### src/rtl/stage_pipe_reg.sv
// Decode-to-execute pipeline register with a two-entry skid buffer, flush
// (bubble) insertion and saturating bubble/stall performance counters.
module stage_pipe_reg #(
    parameter int               DATA_W    = 64,
    parameter int               REG_W     = 4,
    parameter int               CNT_W     = 16,
    parameter logic [3:0]       NOP_ICODE = 4'h1,
    parameter logic [REG_W-1:0] NREG      = '1,
    parameter logic [2:0]       SAOK      = 3'd1
) (
    input  logic              clk,
    input  logic              rst,
    input  logic              bubble_i,
    input  logic              in_valid_i,
    output logic              in_ready_o,
    input  logic [2:0]        D_stat_i,
    input  logic [3:0]        D_icode_i,
    input  logic [3:0]        D_ifun_i,
    input  logic [DATA_W-1:0] D_valC_i,
    input  logic [DATA_W-1:0] d_valA_i,
    input  logic [DATA_W-1:0] d_valB_i,
    input  logic [REG_W-1:0]  d_dstE_i,
    input  logic [REG_W-1:0]  d_dstM_i,
    output logic              out_valid_o,
    input  logic              out_ready_i,
    output logic [2:0]        E_stat_o,
    output logic [3:0]        E_icode_o,
    output logic [3:0]        E_ifun_o,
    output logic [DATA_W-1:0] E_valC_o,
    output logic [DATA_W-1:0] E_valA_o,
    output logic [DATA_W-1:0] E_valB_o,
    output logic [REG_W-1:0]  E_dstE_o,
    output logic [REG_W-1:0]  E_dstM_o,
    output logic [1:0]        occ_o,
    output logic [CNT_W-1:0]  bubble_cnt_o,
    output logic [CNT_W-1:0]  stall_cnt_o
);

    typedef struct packed {
        logic [2:0]        stat;
        logic [3:0]        icode;
        logic [3:0]        ifun;
        logic [DATA_W-1:0] valc;
        logic [DATA_W-1:0] vala;
        logic [DATA_W-1:0] valb;
        logic [REG_W-1:0]  dste;
        logic [REG_W-1:0]  dstm;
    } entry_t;

    typedef enum logic [1:0] {EMPTY = 2'd0, ONE = 2'd1, FULL = 2'd2} state_t;

    localparam entry_t BUBBLE = '{stat: SAOK, icode: NOP_ICODE, ifun: 4'h0,
                                  valc: '0, vala: '0, valb: '0,
                                  dste: NREG, dstm: NREG};

    function automatic logic [CNT_W-1:0] sat_inc(input logic [CNT_W-1:0] v);
        return (&v) ? v : v + 1'b1;
    endfunction

    state_t           state;
    entry_t           head_p0;
    entry_t           skid_p0;
    entry_t           in_ent;
    entry_t           out_ent;
    logic             accept;
    logic             drain;
    logic             stall;
    logic [CNT_W-1:0] bubble_cnt;
    logic [CNT_W-1:0] stall_cnt;

    assign in_ent = '{stat: D_stat_i, icode: D_icode_i, ifun: D_ifun_i,
                      valc: D_valC_i, vala: d_valA_i, valb: d_valB_i,
                      dste: d_dstE_i, dstm: d_dstM_i};

    assign in_ready_o  = (state == EMPTY || state == ONE) && !rst;
    assign out_valid_o = (state == ONE || state == FULL);
    assign accept      = in_valid_i & in_ready_o;
    assign drain       = out_valid_o & out_ready_i;
    assign stall       = out_valid_o & ~out_ready_i & ~bubble_i;

    // Control: occupancy FSM and counters; bubble overrides every handshake
    always_ff @(posedge clk) begin
        if (rst) begin
            state      <= EMPTY;
            bubble_cnt <= '0;
            stall_cnt  <= '0;
        end else if (bubble_i) begin
            state      <= EMPTY;
            bubble_cnt <= sat_inc(bubble_cnt);
        end else begin
            if (stall)
                stall_cnt <= sat_inc(stall_cnt);
            case (state)
                EMPTY: if (accept) state <= ONE;
                ONE: begin
                    if (accept && !drain)
                        state <= FULL;
                    else if (!accept && drain)
                        state <= EMPTY;
                end
                FULL:    if (drain) state <= ONE;
                default: state <= EMPTY;
            endcase
        end
    end

    // Data: head/skid storage, no reset since outputs are masked when empty
    always_ff @(posedge clk) begin
        if (!bubble_i) begin
            case (state)
                EMPTY: if (accept) head_p0 <= in_ent;
                ONE: begin
                    if (accept && drain)
                        head_p0 <= in_ent;
                    else if (accept)
                        skid_p0 <= in_ent;
                end
                FULL:    if (drain) head_p0 <= skid_p0;
                default: ;
            endcase
        end
    end

    assign out_ent      = out_valid_o ? head_p0 : BUBBLE;
    assign E_stat_o     = out_ent.stat;
    assign E_icode_o    = out_ent.icode;
    assign E_ifun_o     = out_ent.ifun;
    assign E_valC_o     = out_ent.valc;
    assign E_valA_o     = out_ent.vala;
    assign E_valB_o     = out_ent.valb;
    assign E_dstE_o     = out_ent.dste;
    assign E_dstM_o     = out_ent.dstm;
    assign occ_o        = state;
    assign bubble_cnt_o = bubble_cnt;
    assign stall_cnt_o  = stall_cnt;

endmodule

### config.mk
export PLATFORM = sky130hd
export DESIGN_NAME = stage_pipe_reg
export DESIGN_NICKNAME = d
export VERILOG_FILES = /design/src/rtl/stage_pipe_reg.sv
export SDC_FILE = /design/constraint.sdc
export NUM_CORES = 1
export LEC_CHECK = 0
export CAP_MARGIN = 25
export CORE_AREA = 8 8 181 183
export DETAILED_ROUTE_END_ITERATION = 10
export DIE_AREA = 0 0 189 191
export DONT_BUFFER_PORTS = 1
export GPL_TIMING_DRIVEN = 0
export PLACE_DENSITY = 0.78
export RECOVER_POWER = 25
export SLEW_MARGIN = 10
export SYNTH_ARGS = -nofsm -noshare
export SYNTH_HDL_FRONTEND = slang
export SYNTH_SLANG_ARGS = --single-unit
export TNS_END_PERCENT = 100
### constraint.sdc
create_clock -name clk -period 7.44 [get_ports clk]
set_clock_uncertainty 0.15 [all_clocks]
set_input_delay 0.372 -clock clk [delete_from_list [all_inputs] [get_ports clk]]
set_output_delay 0.372 -clock clk [all_outputs]
set_load 0.05 [all_outputs]
Word level (Yosys, flattened, before mapping) --
Cells that the tools add are included.
Word-level totals: flip-flop bits (word level) 456, logic and storage cells 65, bits of input ports 216, output and inout bits 247
Cells by class: eq/ne operators 6, reduce and logical (&&, ||, !) cells 19, bitwise logic cells 9, mux-type cells 10, $add $sub $neg 2
Operators with widths (count):
- $mux 211 | 4
- $pmux 211 s3 | 1
- $add 16x1->16 const B | 2
- $reduce_and 16->1 | 2
- $mux 2 | 4
- $pmux 2 s3 | 1
- $reduce_and 3->1 | 2
- $not 1->1 | 5
- $reduce_and 5->1 | 1
- $and 1x1->1 | 4
- $logic_and 1x1->1 | 4
- $ne 2x2->1 const B | 2
- $reduce_and 4->1 | 1
- $logic_not 1->1 | 3
- $ne 3x1->1 const B | 1
- $reduce_bool 3->1 | 1
- $eq 2x1->1 const B | 1
- $eq 2x2->1 const B | 1
- $logic_not 2->1 | 1
- $logic_or 1x1->1 | 2
- $ne 2x1->1 const B | 1
- $reduce_and 2->1 | 1
- $reduce_or 2->1 | 1

Logic depth before layout (Yosys ltp) --
word-level depth 9, gate-level depth with buffers 8, gate-level depth less buffers 7

Least setup slack after synthesis --
No wires, ideal clock.
path type register to register, start point reg state[0], in the netlist occ_o[0], end point reg skid_p0[0] (netlist name), enable pin, cell stages (with the launch flop) 7, required time 6.691 ns, arrival time 6.813 ns, library setup time 0.599 ns, slack -0.122 ns, path through dfxtp_1 inv_1 ha_1 buf_2 nand2_1 nor3b_1 and3b_1
On the way: elaborated cells between the ends (all ways) 11, classes of those cells eq/ne (2); bitwise (3); reduce/logical (6)
RTL lines:
- start, declared | RTL line 60 | state_t state;
- start signal, assigned | RTL line 84 | state <= EMPTY;
- start signal, assigned | RTL line 88 | state <= EMPTY;
- start signal, assigned | RTL line 94 | EMPTY: if (accept) state <= ONE;
- $eq 2x1->1 / $eq 2x2->1 (equally long branches) | RTL line 76 | assign out_valid_o = (state == ONE || state == FULL);
- $logic_or 1x1->1 * | RTL line 76
- via out_valid_o | RTL line 24 | output logic out_valid_o,
- $and 1x1->1 * | RTL line 78 | assign drain = out_valid_o & out_ready_i;
- $logic_and 1x1->1 * | RTL line 113 | if (accept && drain)
- $not 1->1 (no source line) *
- $reduce_and 4->1 (no source line) *
- end signal, assigned | RTL line 116 | skid_p0 <= in_ent;
- end, declared | RTL line 62 | entry_t skid_p0;
Mark *: on every way through the listed nets, which the timed path passes. The rest lies on a longest branch. A chain may end at the register's enable or synchronous reset.

Worst setup path in the final report --
start point reg state[1], in the netlist occ_o[1], end point out E_valB_o[34]
On the way: word-level cells in the longest chain between the ends 3, elaborated cells between the ends (all ways) 4, classes of those cells eq/ne (2); mux (1); reduce/logical (1)
RTL lines:
- $eq 2x1->1 / $eq 2x2->1 (equally long branches) | RTL line 76
- $logic_or 1x1->1 * | RTL line 76
- via out_valid_o | RTL line 24
- $mux 211 * | RTL line 124 | assign out_ent = out_valid_o ? head_p0 : BUBBLE;
- end, declared | RTL line 31 | output logic [DATA_W-1:0] E_valB_o,
Marked as above.

==> flow_summary.toml <==
[status]
outcome = "complete, no violations"

[clocking]
clk_path_buf_depth = 3
cts_tree = "yes"
clk_pin_slew_ns = 0.06
htree_levels = 2
clockRootBuffer = "clkbuf_16"
clkSinkCount = 456
clk_latency_ns = 0.55
cts_buffers = 45

[setup_path]
r2r_slack_ns = 3.29
cp_max_fo = 10
crit_path_end_kind = "output port"
path_buf_inv = 4
critPathMostFrequentCell = "clkbuf_1"
cp_data_arrival_time_ns = 4.25
path_cells = "inv_1 -> ha_1 -> buf_2 -> clkbuf_1 -> clkbuf_1 -> and2_1"
start_kind = "flip-flop"
worstRegToRegCells = 8
crit_family = "buffers and inverters"
crit_required_ns = 6.92
cp.depth = 6
cpPeakStageDelay_ns = 0.81
critPathKind = "reg -> out"
worst_path_max_delay_cell = "dfxtp_1"

[timing]
fmax_mhz = 209.4
finalSetupTns_ns = 0
whs_ns = 0.07690
worst_pin_slew_ns = 1.217
slew_viol_final = 0
finalHoldViolations = 0
slew_headroom_pct = 17.78
setup_viol = 0
rsz0062_at_grt = "no"
period_needed_ns = 4.775
finalCritPeriodShare_pct = 64.19

[routing]
drtIter0Drc = 798
via_per_inst = 5.881
wl_per_cell_um = 26.80
wl_mm = 48.43
antenna_left = 0
via_count = 10627
drc = 0
first_pass_iters = 5

[yosys]
synth_async_sr_flop_share_pct = 0
ys_seq_elements = 456
synth-edff-count = 422
syn-num-nets = 1331
netlist_instances = 1107
syn_area_per_cell_um2 = 16.64
synth_ff_type = "edfxtp_1"
netlist_area_um2 = 18420
yosys_warnings = 0
seq_area_frac_synth_pct = 72.48
yosysUniqueCellTypes = 43

[die]
die_w_um = 189
rows = 64
ios = 463
initial_core_util_pct = 61.35
die_h_um = 191
coreArea_um2 = 30030
die-area_um2 = 36100

[power_and_ir_drop]
power.density_nw_per_um2 = 241.9
irDropWorstVdd_v = 0.0002149
p_leak_nw = 7.583

[global_routing]
grt_pass1_wl_mm = 70.97
grt_max_degree = 57
grt-ovfl-total = 0
grt.total_usage_pct = 25.95
antenna_found_initial = 5
grt_pass1_vias = 11298

[hold_path]
min_path_type = "in -> reg"
holdPathStages = 3

[cells_and_area]
final_nets = 1598
area_growth_pct = 22.43
drive_above_1_share_pct = 21.62

[run]
maxCapViolCount = 0

[placement]
io_buffers = 0
dp_hpwl_mm = 30.80
place.gp.congestion = 0.8599
logic make-up after synthesis:
| kind of cell | count (synthesis) | synth area share, % |
|---|---|---|
| AO/OA/AOI/OAI | 28 | 1.080 |
| XOR/XNOR | 22 | 1.046 |
| adder cells (fa/ha/maj) | 8 | 0.5434 |
| buffers and inverters | 61 | 1.419 |
| flip-flops | 456 | 72.48 |
| multiplexers | 215 | 13.11 |
| AND/OR/NAND/NOR | 317 | 10.32 |
flip-flops by register name, summed over array words and instances, names as in the netlist:
| register | flops |
|---|---|
| stall_cnt_o | 16 |
| skid_p0 | 211 |
| head_p0 | 211 |
| occ_o | 2 |
| bubble_cnt_o | 16 |
routing by layer:
layer / routed length [um] / GRT usage [%]
met3: 4467 / 8.756
met2: 24730 / 45.21
met4: 2125 / 11.91
met1: 17090 / 28.50
met5: 8 / 0
worst paths after layout:
check / endpoint / startpoint
setup / recovery: E_valB_o[34] / occ_o[1]
hold / removal: occ_o[0] / out_ready_i
setup reg to reg: skid_p0[22] / occ_o[1]
hold reg to reg: head_p0[41] / skid_p0[41]
cell usage in the layout, fill, tap and decap left out, drive strengths merged, types with 3 or more instances in the layout:
master       instances
clkbuf              94
o21ai               10
xor2                 6
nor3                 9
edfxtp             422
a21oi                7
nor4                 6
nor2                32
xnor2               16
dlygate4sd3        212
dfxtp               34
diode                5
inv                  7
nand2               18
ha                   8
or3                  5
mux2i                4
nor3b                3
nand2b              11
and3                 6
nand4                9
clkinv              18
buf                 29
mux2               211
and4                 3
and2               202
nand3                9
synthesized netlist by cell type (all sizes together) (2+ instances only):
cell     instances  area share, %
a211oi           2          0.081
a21oi            7           0.19
and2           202            6.9
and3             6           0.20
and4             3           0.15
buf             21           0.60
clkbuf          34           0.69
dfxtp           34            3.7
edfxtp         422             69
ha               8           0.54
inv              6           0.12
mux2           211             13
mux2i            4           0.22
nand2           18           0.37
nand2b          11           0.37
nand3            9           0.27
nand4            9           0.39
nor2            32           0.65
nor3             9           0.24
nor3b            3           0.12
nor4             6           0.31
o2111ai          2          0.095
o21ai           10           0.27
or3              5           0.18
xnor2           16           0.76
xor2             6           0.29
metrics by stage:
| stage | setup WS (ns) | util (%) | cell area (um^2) | total power [mW] | std cells |
|---|---|---|---|---|---|
| after CTS | 2.673 | 75.22 | 22590 | 5.453 | 1802 |
| after detailed placement | 3.258 | 63.69 | 19120 | 3.270 | 1511 |
| after floorplan | 2.342 | - | 18430 | 3.211 | 1107 |
| after global routing | 2.505 | 75.11 | 22560 | 5.602 | 1807 |
| final | 2.665 | 75.11 | 22560 | 5.457 | 1807 |
| after global placement | 0.7112 | 63.01 | 18920 | 3.266 | 1503 |
timing repair:
action,4_1_cts,5_1_grt
endpoints found under the hold margin,423,0
gates resized for setup,0,0
hold buffers,212,0
setup buffers,0,0
worst register-to-register path: cells and delay by family (launching register included):
family / cells / cell delay (ns)
AND/OR/NAND/NOR: 3 / 1.13
adder cells (fa/ha/maj): 1 / 0.56
buffers and inverters: 4 / 1.15
flip-flops: 1 / 0.81
area by class of cell:
cell class | instances | area [um^2]
Antenna cell | 5 | 12.51
Buffer | 55 | 239.0
Fill cell | 1669 | 7473
Clock buffer | 60 | 1245
Inverter | 6 | 22.52
Sequential cell | 456 | 13350
Clock inverter | 19 | 96.34
Timing Repair Buffer | 220 | 2320
Tap cell | 396 | 495.5
Multi-Input combinational cell | 590 | 4772
power by group:
part / switching [mW] / total [mW] / internal, mW / leakage [nW]
registers: 0.0241 / 2.90 / 2.87 / 4.12
logic: 0.289 / 0.442 / 0.153 / 2.81
clock network: 0.947 / 2.12 / 1.17 / 0.659
No activity file was read; power rests on OpenSTA's default activity.
